## src/rtl/ref_column_feeder_pkg.sv

```systemverilog
// Shared motion-estimation constants, the feeder state encoding and the
// reference-frame address helper used by the column feeder.
package me_pkg;

    // Pixel and window geometry.
    localparam int BIT_DEPTH        = 8;
    localparam int COL_PIXELS       = 23;
    localparam int NUM_COLS         = 23;
    localparam int COL_WIDTH        = COL_PIXELS * BIT_DEPTH;

    // Reference frame memory geometry (64 pixels per row).
    localparam int FRAME_WIDTH_LOG2 = 6;
    localparam int ADDR_WIDTH       = 12;
    localparam int ROW_WIDTH        = ADDR_WIDTH - FRAME_WIDTH_LOG2;

    // Row and column counters both need to reach 23.
    localparam int IDX_WIDTH        = 5;

    typedef enum logic [1:0] {
        ST_IDLE  = 2'd0,
        ST_FETCH = 2'd1,
        ST_HOLD  = 2'd2,
        ST_DONE  = 2'd3
    } feeder_state_e;

    // Linear address of pixel (r, c) of a window whose top-left corner is
    // (x0, y0). The row sum wraps inside the row field and the column term
    // carries into it, so the whole result is modulo 2^ADDR_WIDTH.
    function automatic logic [ADDR_WIDTH-1:0] pixel_addr(
        input logic [FRAME_WIDTH_LOG2-1:0] x0,
        input logic [ROW_WIDTH-1:0]        y0,
        input logic [IDX_WIDTH-1:0]        r,
        input logic [IDX_WIDTH-1:0]        c
    );
        logic [ROW_WIDTH-1:0]  row;
        logic [ADDR_WIDTH-1:0] row_base;
        row      = y0 + ROW_WIDTH'(r);
        row_base = {row, {FRAME_WIDTH_LOG2{1'b0}}};
        return row_base + ADDR_WIDTH'(x0) + ADDR_WIDTH'(c);
    endfunction

endpackage

```

## src/rtl/ref_column_feeder_if.sv

```systemverilog
// Control, frame-memory read and column-output signals of the reference
// column feeder. The feeder side uses the master modport; whatever drives
// the start command, serves memory reads and sinks columns uses the slave.
interface ref_column_feeder_if;
    import me_pkg::*;

    // Window command and status.
    logic                        start_i;
    logic [FRAME_WIDTH_LOG2-1:0] x0_i;
    logic [ROW_WIDTH-1:0]        y0_i;
    logic                        busy_o;
    logic                        done_o;

    // Frame memory read port (data returns one cycle after the strobe).
    logic                        mem_rd_en_o;
    logic [ADDR_WIDTH-1:0]       mem_addr_o;
    logic [BIT_DEPTH-1:0]        mem_data_i;

    // Column stream towards the reference FIFO.
    logic                        col_valid_o;
    logic                        col_ready_i;
    logic [COL_WIDTH-1:0]        col_data_o;
    logic [IDX_WIDTH-1:0]        col_index_o;

    modport master (
        input  start_i, x0_i, y0_i, mem_data_i, col_ready_i,
        output busy_o, done_o, mem_rd_en_o, mem_addr_o,
               col_valid_o, col_data_o, col_index_o
    );

    modport slave (
        output start_i, x0_i, y0_i, mem_data_i, col_ready_i,
        input  busy_o, done_o, mem_rd_en_o, mem_addr_o,
               col_valid_o, col_data_o, col_index_o
    );

endinterface

```

## src/rtl/ref_column_feeder_addr_gen.sv

```systemverilog
// Window address generator: latches the window origin, walks the row and
// column counters and forms the frame memory read address.
module ref_addr_gen
    import me_pkg::*;
(
    input  logic                        clk_i,
    input  logic                        rst_i,
    input  logic                        load,
    input  logic                        row_inc,
    input  logic                        col_next,
    input  logic [FRAME_WIDTH_LOG2-1:0] x0,
    input  logic [ROW_WIDTH-1:0]        y0,
    output logic [ADDR_WIDTH-1:0]       addr,
    output logic [IDX_WIDTH-1:0]        col_index,
    output logic                        last_row,
    output logic                        rows_done,
    output logic                        last_col
);

    logic [FRAME_WIDTH_LOG2-1:0] x0_q;
    logic [ROW_WIDTH-1:0]        y0_q;
    logic [IDX_WIDTH-1:0]        row_q;
    logic [IDX_WIDTH-1:0]        col_q;

    // Origin latch plus row/column walk; a new column restarts at row 0.
    always_ff @(posedge clk_i or posedge rst_i) begin
        if (rst_i) begin
            x0_q  <= '0;
            y0_q  <= '0;
            row_q <= '0;
            col_q <= '0;
        end else if (load) begin
            x0_q  <= x0;
            y0_q  <= y0;
            row_q <= '0;
            col_q <= '0;
        end else if (col_next) begin
            col_q <= col_q + IDX_WIDTH'(1);
            row_q <= '0;
        end else if (row_inc) begin
            row_q <= row_q + IDX_WIDTH'(1);
        end
    end

    assign addr      = pixel_addr(x0_q, y0_q, row_q, col_q);
    assign col_index = col_q;
    assign last_row  = (row_q == IDX_WIDTH'(COL_PIXELS - 1));
    assign rows_done = (row_q == IDX_WIDTH'(COL_PIXELS));
    assign last_col  = (col_q == IDX_WIDTH'(NUM_COLS - 1));

endmodule

```

## src/rtl/ref_column_feeder.sv

```systemverilog
// Reference-window column streamer: reads a 23x23 search window one pixel
// per cycle, packs each vertical column into one word (row 0 in the top
// byte) and offers the columns left to right over a valid/ready handshake.
module ref_column_feeder
    import me_pkg::*;
(
    input  logic                clk_i,
    input  logic                rst_i,
    ref_column_feeder_if.master bus
);

    feeder_state_e          state_q;
    feeder_state_e          state_d;

    logic                   load;
    logic                   col_next;
    logic                   rd_en;
    logic                   last_row;
    logic                   rows_done;
    logic                   last_col;
    logic [ADDR_WIDTH-1:0]  addr;
    logic [IDX_WIDTH-1:0]   col_index;

    // Read pipeline: marks the cycle in which memory data is on mem_data_i,
    // and whether that pixel is the bottom row of the column.
    logic                   rd_valid_q;
    logic                   rd_last_q;
    logic                   pixel_last;

    logic [COL_WIDTH-1:0]   col_sr_q;

    ref_addr_gen u_addr_gen (
        .clk_i     (clk_i),
        .rst_i     (rst_i),
        .load      (load),
        .row_inc   (rd_en),
        .col_next  (col_next),
        .x0        (bus.x0_i),
        .y0        (bus.y0_i),
        .addr      (addr),
        .col_index (col_index),
        .last_row  (last_row),
        .rows_done (rows_done),
        .last_col  (last_col)
    );

    // Reads are issued only while fetching and until all rows are requested.
    assign rd_en      = (state_q == ST_FETCH) && !rows_done;
    assign pixel_last = rd_valid_q && rd_last_q;

    // State register.
    always_ff @(posedge clk_i or posedge rst_i) begin
        if (rst_i) begin
            state_q <= ST_IDLE;
        end else begin
            state_q <= state_d;
        end
    end

    // Next-state logic and counter control; start is honoured only in IDLE.
    always_comb begin
        state_d  = state_q;
        load     = 1'b0;
        col_next = 1'b0;
        case (state_q)
            ST_IDLE: begin
                if (bus.start_i) begin
                    load    = 1'b1;
                    state_d = ST_FETCH;
                end
            end
            ST_FETCH: begin
                if (pixel_last) begin
                    state_d = ST_HOLD;
                end
            end
            ST_HOLD: begin
                if (bus.col_ready_i) begin
                    if (last_col) begin
                        state_d = ST_DONE;
                    end else begin
                        col_next = 1'b1;
                        state_d  = ST_FETCH;
                    end
                end
            end
            ST_DONE: begin
                state_d = ST_IDLE;
            end
            default: begin
                state_d = ST_IDLE;
            end
        endcase
    end

    // One-cycle delay matching the memory read latency; reset drops any
    // pixel still in flight.
    always_ff @(posedge clk_i or posedge rst_i) begin
        if (rst_i) begin
            rd_valid_q <= 1'b0;
            rd_last_q  <= 1'b0;
        end else begin
            rd_valid_q <= rd_en;
            rd_last_q  <= rd_en && last_row;
        end
    end

    // Column assembly: each returned pixel enters at the low byte so the
    // first row fetched ends up in the most significant byte.
    always_ff @(posedge clk_i or posedge rst_i) begin
        if (rst_i) begin
            col_sr_q <= '0;
        end else if (rd_valid_q) begin
            col_sr_q <= {col_sr_q[COL_WIDTH-BIT_DEPTH-1:0], bus.mem_data_i};
        end
    end

    assign bus.busy_o      = (state_q != ST_IDLE);
    assign bus.done_o      = (state_q == ST_DONE);
    assign bus.mem_rd_en_o = rd_en;
    assign bus.mem_addr_o  = addr;
    assign bus.col_valid_o = (state_q == ST_HOLD);
    assign bus.col_data_o  = col_sr_q;
    assign bus.col_index_o = col_index;

endmodule

```

## src/flat_wrapper.sv

```systemverilog
// flat-port wrapper written by rule: the top's interface ports become plain ports
module ref_column_feeder_flat import me_pkg::*;
  (clk_i, rst_i, bus_start_i, bus_x0_i, bus_y0_i, bus_mem_data_i, bus_col_ready_i, bus_busy_o, bus_done_o, bus_mem_rd_en_o, bus_mem_addr_o, bus_col_valid_o, bus_col_data_o, bus_col_index_o);
  ref_column_feeder_if bus_i ();
  input  logic clk_i;
  input  logic rst_i;
  input wire logic [$bits(bus_i.start_i)-1:0] bus_start_i;
  input wire logic [$bits(bus_i.x0_i)-1:0] bus_x0_i;
  input wire logic [$bits(bus_i.y0_i)-1:0] bus_y0_i;
  input wire logic [$bits(bus_i.mem_data_i)-1:0] bus_mem_data_i;
  input wire logic [$bits(bus_i.col_ready_i)-1:0] bus_col_ready_i;
  output wire logic [$bits(bus_i.busy_o)-1:0] bus_busy_o;
  output wire logic [$bits(bus_i.done_o)-1:0] bus_done_o;
  output wire logic [$bits(bus_i.mem_rd_en_o)-1:0] bus_mem_rd_en_o;
  output wire logic [$bits(bus_i.mem_addr_o)-1:0] bus_mem_addr_o;
  output wire logic [$bits(bus_i.col_valid_o)-1:0] bus_col_valid_o;
  output wire logic [$bits(bus_i.col_data_o)-1:0] bus_col_data_o;
  output wire logic [$bits(bus_i.col_index_o)-1:0] bus_col_index_o;
  assign bus_i.start_i = bus_start_i;
  assign bus_i.x0_i = bus_x0_i;
  assign bus_i.y0_i = bus_y0_i;
  assign bus_i.mem_data_i = bus_mem_data_i;
  assign bus_i.col_ready_i = bus_col_ready_i;
  assign bus_busy_o = bus_i.busy_o;
  assign bus_done_o = bus_i.done_o;
  assign bus_mem_rd_en_o = bus_i.mem_rd_en_o;
  assign bus_mem_addr_o = bus_i.mem_addr_o;
  assign bus_col_valid_o = bus_i.col_valid_o;
  assign bus_col_data_o = bus_i.col_data_o;
  assign bus_col_index_o = bus_i.col_index_o;
  ref_column_feeder u_core (.clk_i(clk_i), .rst_i(rst_i), .bus(bus_i));
endmodule
```

## config.mk

```make
export PLATFORM = sky130hd
export DESIGN_NAME = ref_column_feeder_flat
export DESIGN_NICKNAME = d
export VERILOG_FILES = /design/src/rtl/ref_column_feeder_pkg.sv /design/src/rtl/ref_column_feeder_if.sv /design/src/rtl/ref_column_feeder_addr_gen.sv /design/src/rtl/ref_column_feeder.sv /design/src/flat_wrapper.sv
export SDC_FILE = /design/constraint.sdc
export NUM_CORES = 1
export LEC_CHECK = 0
export BUFFER_PORTS_ARGS = -buffer_cell sky130_fd_sc_hd__buf_2
export CORE_ASPECT_RATIO = 1.75
export CORE_MARGIN = 1.5
export CORE_UTILIZATION = 25
export DETAILED_ROUTE_END_ITERATION = 10
export PLACE_DENSITY = 0.57
export SYNTH_ARGS = -nofsm -noshare
export SYNTH_HDL_FRONTEND = slang
export SYNTH_SLANG_ARGS = --single-unit
```

## constraint.sdc

```tcl
create_clock -name clk_i -period 6.8 [get_ports clk_i]
set_input_delay 1.02 -clock clk_i [delete_from_list [all_inputs] [get_ports clk_i]]
set_output_delay 1.02 -clock clk_i [all_outputs]
set_load 0.05 [all_outputs]
```

==> reports/qor.yml, run 1 <==
postRouteAntennaNets: 0
clock_skew_ns: 0.0148
cp_max_fo: 5
ys_seq_area_frac: 0.625
path_cells: "ha_1 > inv_1 > fa_1 > xor2_1 > or3_1 > nor3_2 > nand3_1 > xnor2_1 > buf_2"
ys_seq_elements: 210
crit_arrival_ns: 2.89
slowest_stage: "dfrtp_1"
cp_data_required_time_ns: 5.78
antenna_found_initial: 0
criticalPathCategory: "reg2out"
area_delta_synth_final_pct: 27.6
finalNetCount: 817
fin_crit_sh: 0.575
ys_async_sr_fraction: 1.00
synthCells: 546
clock_tree.buffer_depth: 3
slew_violations: 0
wl_met1_mm: 7.21
fin_crit_ns: 3.91
synth_edf_count: 0
rows: 88
reg2reg_depth: 2
dp_hpwl_mm: 14.2
syn-cell-area_sq_um: 8410
start_util: 0.255
start_kind: "register"
synth_top_area_frac: 0.625
wl_mm: 19.9
path_buf_inv: 2
met3WireLength_mm: 1.73
hold_viol: 0
path_clk_slew_ns: 0.06
holdCritPathClass: "reg2reg"
grt_pass1_wl_mm: 30.8
die_area_sq_um: 34800
synth_nets: 586
grt_pass1_vias: 5398
slew_headroom: 0.410
cp-end-kind: "primary output"
status: "finished clean"
synthTopCellsByCount: "210 x dfrtp_1, 195 x mux2_2, 19 x buf_2"
synthMostInstantiatedCell: "dfrtp_1"
synth_area_leaders: "dfrtp_1 62%, mux2_2 26%, ha_1 2.1%, xor2_1 1.2%, buf_2 1.1%"
synth_top_area_cell: "dfrtp_1"
grt.overflow.total: 0
io_buffer_count: 228
post_cts_buffers: 0
min_path_cells: 1
cts-resized-gates: 0
fmax_mhz: 256
cap_violations: 0
root_buffer: "clkbuf_16"
viasPerCell: 4.39
drt_iter0_drc: 95
die_h_um: 246
cts_hold_buf: 0
fp.dieW_um: 142
crit_family: "simple AND/OR/NAND/NOR gates"
setup_viol: 0
synth_ff_type: "dfrtp_1"
yosysWarnings: 0
wire_per_inst_um: 16.6
worst-slew-pin-transition_ns: 0.885
layout-drive-gt1-share: 0.590
highest-signal-layer: "met4"
vias: 5241
cpPeakStageDelay_ns: 0.44
synth_cell_type_count: 33
numCtsBuffers: 22
ios: 229
rsz0062_at_grt: "false"
antennaDiodeCount: 0
wl_met2_mm: 10.2
drtPass1Iterations: 4
grt_max_degree: 126
avgSynthCellArea_sq_um: 15.4
clk_latency_ns: 0.52
gp_congestion: 0.742
grt_util_all_layers: 0.113
finalSetupTns_ns: 0
cts_tree: "yes"
drcViolationCount: 0
htreeDepth: 1
core_sq_um: 33000
clkSinkCount: 210
worst-path-stages: 9
==> flip-flops by register name (all words and copies together), names as in the netlist <==
register / cells
u_core.u_addr_gen.row_q: 5
u_core.u_addr_gen.col_index: 5
u_core.rd_last_q: 1
u_core.u_addr_gen.y0_q: 6
u_core.bus.col_data_o: 184
u_core.state_q: 2
u_core.u_addr_gen.x0_q: 6
u_core.rd_valid_q: 1
==> final cells by class <==
| type | instances | area [sq um] |
|---|---|---|
| flip-flops and latches | 210 | 5260 |
| repair buffers | 230 | 1180 |
| multi-input cells | 304 | 3010 |
| clock buffers | 30 | 652 |
| well taps | 405 | 507 |
| clock inverters | 7 | 87.6 |
| inverters | 9 | 41.3 |
| fillers | 3313 | 22300 |
==> cell families after synthesis <==
| logic type | Yosys count | share of synthesized area |
|---|---|---|
| multiplexers | 195 | 0.261 |
| AND/OR/NAND/NOR | 48 | 0.0293 |
| XOR/XNOR | 21 | 0.0219 |
| flip-flops | 210 | 0.625 |
| AO/OA/AOI/OAI | 24 | 0.0199 |
| adder cells (fa/ha/maj) | 16 | 0.0256 |
| buffers and inverters | 32 | 0.0176 |
==> final timing paths <==
kind | from | slack (ns) | to
worst max register to register | u_core.rd_valid_q | 4.61 | u_core.bus.col_data_o[167]
worst min register to register | u_core.bus.col_data_o[177] | 0.50 | u_core.bus.col_data_o[177]
min in group asynchronous | rst_i | 0.57 | u_core.bus.col_data_o[1]
worst max-delay path | u_core.u_addr_gen.row_q[0] | 2.89 | bus_mem_addr_o[11]
worst min-delay path | u_core.bus.col_data_o[177] | 0.50 | u_core.bus.col_data_o[177]
max in group asynchronous | rst_i | 5.06 | u_core.bus.col_data_o[111]
==> per-layer routing <==
metal  vias up  global-route usage
li1       2376                   -
met1      2635               0.119
met2       189               0.203
met3        41              0.0388
met4         0              0.0479
met5         -                   0
==> cell usage in the layout (no fill, tap or decap), types with 2 or more instances in the layout <==
cell type and n:
inv_1 8, o21bai_1 2, bufinv_16 2, fa_1 2, a211oi_1 4, clkbuf_8 5, clkinv_2 4, xnor2_1 9
o21ai_0 5, mux2_2 195, nand3_1 4, nand4_1 4, a21o_1 4, nor2_1 14, ha_1 14, nand2_1 12
xor2_1 12, nand2b_1 4, clkbuf_16 23, buf_2 228, buf_12 2, dfrtp_1 209, clkbuf_1 2, a21oi_1 6
==> per-stage QoR <==
step                 util  worst slack, ns  cell area [sq um]  cells  hold WS (ns)
floorplan               -           0.0425               8410    546         0.485
detailed placement  0.303             3.42              10000   1158         0.490
global placement    0.303             3.42              10000   1158         0.486
finish              0.325             2.89              10700   1195         0.502
global route        0.325             2.68              10700   1195         0.518
CTS                 0.325             2.84              10700   1195         0.504
Power of run 1 is left out: the tool's default activity adds up to more than one toggle a clock period on the data nets, which glitch-free logic cannot reach.
==> run 2: changes to the inputs <==
--- a/config.mk
+++ b/config.mk
@@ -5,12 +5,13 @@
 export SDC_FILE = /design/constraint.sdc
 export NUM_CORES = 1
 export LEC_CHECK = 0
+export ABC_AREA = 1
 export BUFFER_PORTS_ARGS = -buffer_cell sky130_fd_sc_hd__buf_2
 export CORE_ASPECT_RATIO = 1.75
 export CORE_MARGIN = 1.5
 export CORE_UTILIZATION = 25
 export DETAILED_ROUTE_END_ITERATION = 10
-export PLACE_DENSITY = 0.57
+export PLACE_DENSITY = 0.55
 export SYNTH_ARGS = -nofsm -noshare
 export SYNTH_HDL_FRONTEND = slang
 export SYNTH_SLANG_ARGS = --single-unit
==> constraint.sdc (replaced) <==
create_clock -name clk_i -period 3.8 [get_ports clk_i]
set_input_delay 0.57 -clock clk_i [delete_from_list [all_inputs] [get_ports clk_i]]
set_output_delay 0.57 -clock clk_i [all_outputs]
set_load 0.05 [all_outputs]
==> run 2 against run 1 <==
Global-route usage increased by 1.7 points. Worst setup slack got worse by 2.3 ns. Routed wire length increased by 20%. Via count increased by 35%. Critical path type unchanged. Synthesized area increased by 3.4%. Synthesized cell count increased by 87%. Sequential cell count unchanged. Highest routed layer unchanged. First-iteration DRC count increased to 3.9 times the previous value. Worst hold slack got worse by 0.33 ns.
==> reports/qor.yml, run 2 <==
clkSinkCount: 210  # unchanged
htreeDepth: 1  # unchanged
wl_met1_mm: 9.89  # +37%
numCtsBuffers: 22  # unchanged
post-route-util: 0.323  # -0.00223
cp_data_required_time_ns: 3.23  # -2.55 ns
die_h_um: 250  # +1.7%
synth_ff_type: "dfrtp_1"
dp_hpwl_mm: 16.5  # +16%
ys_async_sr_fraction: 1.00  # unchanged
drcViolationCount: 0  # unchanged
fp.dieW_um: 144  # +1.7%
yosysWarnings: 0  # unchanged
synthTopCellsByCount: "600 x nand2_1, 210 x dfrtp_1, 40 x inv_1"
slew_headroom: 0.477  # +0.0677
die_area_sq_um: 36000  # +3.4%
post_cts_buffers: 0  # unchanged
cp_max_fo: 5  # unchanged
wire_per_inst_um: 13.9  # -17%
drt_iter0_drc: 370  # +290%
cts_tree: "yes"
holdCritPathClass: "in2async"
worst-slew-pin-transition_ns: 0.782  # -0.103 ns
antenna_found_initial: 0  # unchanged
grt.overflow.total: 0  # unchanged
wl_mm: 23.8  # +20%
synth_top_area_cell: "dfrtp_1"
start_kind: "register"
ios: 229  # unchanged
core_sq_um: 34300  # +4.0%
avgSynthCellArea_sq_um: 8.54  # -45%
vias: 7101  # +35%
synthMostInstantiatedCell: "nand2_1"
synth_area_leaders: "dfrtp_1 60%, nand2_1 26%, buf_2 2.1%, ha_1 2.0%, inv_1 1.7%"
io_buffer_count: 228  # unchanged
clock_tree.buffer_depth: 3  # unchanged
layout-drive-gt1-share: 0.237  # -0.353
grt_pass1_vias: 6897  # +28%
met3WireLength_mm: 1.28  # -26%
clock_skew_ns: 0.0246  # +0.00975 ns
viasPerCell: 4.14  # -5.5%
area_delta_synth_final_pct: 27.4
cp-end-kind: "primary output"
fin_crit_sh: 0.842
setup_viol: 0  # unchanged
largest_reg_flops: 184  # unchanged
final_cell_mix: "600 x nand2_1, 228 x buf_2, 209 x dfrtp_1"
wl_met2_mm: 12.0  # +18%
grt_max_degree: 104  # -17%
highest-signal-layer: "met4"
cap_violations: 0  # unchanged
synthCells: 1019  # +87%
postRouteAntennaNets: 0  # unchanged
fin_crit_ns: 3.20
path_clk_slew_ns: 0.07  # about the same
slew_violations: 0  # unchanged
finalSetupTns_ns: 0  # unchanged
cts_hold_buf: 0  # unchanged
hold_viol: 0  # unchanged
drtPass1Iterations: 4  # unchanged
finalNetCount: 1278  # +56%
holdWs_ns: 0.171  # -0.331 ns
cts-resized-gates: 0  # unchanged
crit_arrival_ns: 2.63  # -0.26 ns
gp_congestion: 0.824  # +11%
grt_util_all_layers: 0.131  # +0.0175
rows: 90  # +2.3%
criticalPathCategory: "reg2out"
syn-cell-area_sq_um: 8700  # +3.4%
synth_cell_type_count: 29  # -12%
ys_seq_elements: 210  # unchanged
synth_nets: 1059  # +81%
fmax_mhz: 313
clk_latency_ns: 0.54  # +0.02 ns
status: "finished clean"
synth_top_area_frac: 0.604  # -0.0208
grt_pass1_wl_mm: 37.2  # +21%
ys_seq_area_frac: 0.604  # -0.0208
antennaDiodeCount: 0  # unchanged
root_buffer: "clkbuf_16"
start_util: 0.253  # -0.00133
layout_commonest_cell: "nand2_1"
synth_edf_count: 0  # unchanged
rsz0062_at_grt: "false"
-- run 2: kinds of logic (layout without fill, tap and decap cells) --
group,count (synthesis),count (layout),share of synthesized area
AND/OR/NAND/NOR,649,649,0.288
buffers and inverters,92,327,0.0452
AO/OA/AOI/OAI,41,41,0.0273
flip-flops,210,210,0.604
XOR/XNOR,11,11,0.0111
adder cells (fa/ha/maj),16,16,0.0247
-- run 2: worst paths after layout --
kind | startpoint | end | slack [ns] | cells past startpoint
max | u_core.u_addr_gen.row_q[0] | bus_mem_addr_o[10] | 0.60 | 11
min | rst_i | u_core.bus.col_data_o[148] | 0.17 | 2
max reg2reg | u_core.rd_valid_q | u_core.state_q[0] | 1.56 | 5
min reg2reg | u_core.bus.col_data_o[183] | u_core.bus.col_data_o[183] | 0.46 | 2
max in group asynchronous | rst_i | u_core.bus.col_data_o[91] | 2.77 | 3
min in group clk_i | bus_mem_data_i[0] | u_core.bus.col_data_o[0] | 0.24 | 3
-- run 2: area by class of cell --
class / count / area (sq um)
clock buffer: 28 / 623
clock inverter: 12 / 128
fill: 3648 / 23300
inverter: 49 / 195
multi-input combinational: 717 / 3050
sequential: 210 / 5260
tap: 460 / 576
timing repair buffer: 238 / 1250
-- run 2: routing by layer --
metal  up-vias  track usage
li1       3538            -
met1      3325        0.158
met2       201        0.229
met3        37       0.0238
met4         0       0.0449
met5         -            0
-- run 2: stage by stage --
step                setup slack (ns)  area, sq um  instances
floorplan                      0.502         8700       1019
global placement                1.17        10300       1674
detailed placement              1.15        10300       1674
CTS                            0.562        11100       1714
global route                   0.374        11100       1714
finish                         0.600        11100       1714
-- run 2: critical path, cell delays in order (launching register included) --
cell and delay [ns]:
dfrtp_1 0.43, ha_1 0.24, inv_1 0.07, fa_1 0.48, inv_1 0.12, nand2_1 0.06
nor2_1 0.08, nand3_1 0.07, nand2_1 0.13, nand4_1 0.12, nand2_1 0.07, buf_2 0.25
Power of run 2 is left out for the same reason.
==> run 3: changes to the inputs <==
--- a/config.mk
+++ b/config.mk
@@ -11,7 +11,7 @@
 export CORE_MARGIN = 1.5
 export CORE_UTILIZATION = 25
 export DETAILED_ROUTE_END_ITERATION = 10
-export PLACE_DENSITY = 0.55
+export PLACE_DENSITY = 0.56
 export SYNTH_ARGS = -nofsm -noshare
 export SYNTH_HDL_FRONTEND = slang
 export SYNTH_SLANG_ARGS = --single-unit
==> constraint.sdc (replaced) <==
create_clock -name clk_i -period 2.7 [get_ports clk_i]
set_input_delay 0.405 -clock clk_i [delete_from_list [all_inputs] [get_ports clk_i]]
set_output_delay 0.405 -clock clk_i [all_outputs]
set_load 0.05 [all_outputs]
==> run 3 against run 2 <==
The flow now finishes with violations (hold timing, setup timing). Register-to-register slack got worse by 0.56 ns. Core utilization grew 0.62 points. Non-clock buffer count rose by 15. Cell count rose by 0.76%. Routed wire length up 1.4%. Critical path depth unchanged. Worst hold slack got worse by 0.18 ns. Sequential share of layout area decreased by 0.85 points. First-iteration DRC count is 34% lower. Global-route usage rose by 0.38 points. Design area is 1.9% higher. Count of clock-buffer cells in the layout grew 2. Critical endpoint is now bus_mem_addr_o[11]. Highest routed layer unchanged.
==> reports/qor.yml, run 3 (synthesized netlist as in run 2, its figures left out) <==
status: "finished, violations left"
violations: "hold timing, setup timing"
rsz0062_at_grt: "true"
setup_viol: 3  # +3
nFillCells: 3588  # -1.6%
gp_congestion: 0.831  # +0.86%
drcViolationCount: 0  # unchanged
start_kind: "register"
ios: 229  # unchanged
clock_tree.buffer_depth: 3  # unchanged
root_buffer: "clkbuf_16"
holdCritPathClass: "in2async"
area_delta_synth_final_pct: 29.9
postRouteAntennaNets: 0  # unchanged
fin_crit_sh: 1.02
slew_headroom: 0.520  # +0.0426
core_sq_um: 34300  # unchanged
final_cell_area_sq_um: 11300  # +1.9%
die_area_sq_um: 36000  # unchanged
wl_mm: 24.1  # +1.4%
path_clk_slew_ns: 0.06  # about the same
vias: 7199  # +1.4%
cp-end-kind: "primary output"
clkSinkCount: 210  # unchanged
layout-drive-gt1-share: 0.260  # +0.0230
drtPass1Iterations: 4  # unchanged
drt_iter0_drc: 244  # -34%
crit_arrival_ns: 2.35  # -0.28 ns
finalSetupTns_ns: -0.142  # -0.142 ns
largest_reg_flops: 184  # unchanged
cp_data_required_time_ns: 2.30  # -0.93 ns
criticalPathCategory: "reg2out"
dpl_worst_slack_ns: 0.173  # -0.979 ns
placed_cell_area_sq_um: 10400  # +0.73%
slew_violations: 0  # unchanged
layout_commonest_cell: "nand2_1"
rows: 90  # unchanged
dp_hpwl_mm: 16.6  # +0.83%
grt.overflow.total: 0  # unchanged
finalNetCount: 1293  # +1.2%
cts_hold_buf: 0  # unchanged
holdWs_ns: -0.0111  # -0.182 ns
cap_violations: 0  # unchanged
viasPerCell: 4.17  # +0.62%
grt_pass1_wl_mm: 38.2  # +2.8%
final_cell_mix: "596 x nand2_1, 221 x buf_2, 205 x dfrtp_1"
die_h_um: 250  # unchanged
setup_ws_ns: -0.0561  # -0.656 ns
numCtsBuffers: 22  # unchanged
start_util: 0.253  # unchanged
grt_util_all_layers: 0.134  # +0.00380
hold_viol: 7  # +7
clock_skew_ns: 0.0117  # -0.0128 ns
cts_tree: "yes"
antenna_found_initial: 0  # unchanged
grt_max_degree: 118  # +13%
htreeDepth: 1  # unchanged
clk_latency_ns: 0.52  # -0.02 ns
cp_max_fo: 3  # -2
fmax_mhz: 363
grt_pass1_vias: 7169  # +3.9%
io_buffer_count: 228  # unchanged
worst-slew-pin-transition_ns: 0.718  # -0.0638 ns
fin_crit_ns: 2.76
fp.dieW_um: 144  # unchanged
wire_per_inst_um: 14.0  # +0.64%
run 3: critical path, stage by stage, from the launching register on:
cell,delay [ns]
dfrtp_1,0.41
ha_4,0.17
inv_2,0.05
fa_2,0.44
buf_4,0.16
nor2_4,0.13
inv_1,0.05
nor2_1,0.09
nand3_1,0.07
nand2_1,0.06
nand2_1,0.06
buf_6,0.15
run 3: metrics by stage:
| step | std cells | utilization |
|---|---|---|
| after floorplan | 1019 | - |
| after global placement | 1681 | 0.303 |
| after detailed placement | 1681 | 0.303 |
| after CTS | 1723 | 0.328 |
| after global routing | 1726 | 0.329 |
| final | 1727 | 0.329 |
run 3: repair_timing:
item,4_1_cts,5_1_grt
resized for setup,26,9
gates cloned,0,0
pin swaps,6,4
endpoints found under the setup margin,7,7
setup buffers,5,3
run 3: worst paths after layout:
kind | start | to | slack, ns | cells past startpoint
setup / recovery | u_core.u_addr_gen.row_q[0] | bus_mem_addr_o[11] | -0.06 | 11
hold reg to reg | u_core.bus.col_data_o[178] | u_core.bus.col_data_o[178] | 0.47 | 2
max in group asynchronous | rst_i | u_core.bus.col_data_o[140] | 1.93 | 3
setup reg to reg | u_core.rd_valid_q | u_core.bus.col_data_o[128] | 1.00 | 4
min in group clk_i | bus_x0_i[0] | u_core.u_addr_gen.x0_q[0] | 0.08 | 3
hold / removal | rst_i | u_core.bus.col_data_o[168] | -0.01 | 2
run 3: layout make-up:
| cell class | count | area, sq um | share of cell area |
|---|---|---|---|
| Clock buffer | 30 | 621 | 0.0549 |
| Antenna cell | 1 | 2.50 | 0.000221 |
| Clock inverter | 7 | 78.8 | 0.00698 |
| Tap cell | 460 | 576 | 0.0509 |
| Multi-Input combinational cell | 717 | 3160 | 0.280 |
| Timing Repair Buffer | 253 | 1400 | 0.124 |
| Sequential cell | 210 | 5260 | 0.466 |
| Inverter | 49 | 195 | 0.0173 |
run 3: per-layer routing:
| layer | vias to the layer above | GRT usage | share of wire |
|---|---|---|---|
| met2 | 189 | 0.237 | 0.50 |
| met1 | 3395 | 0.159 | 0.41 |
| met5 | - | 0 | 0 |
| met4 | 0 | 0.0501 | 0.032 |
| met3 | 40 | 0.0251 | 0.052 |
| li1 | 3575 | - | - |
Power of run 3 is left out for the same reason.
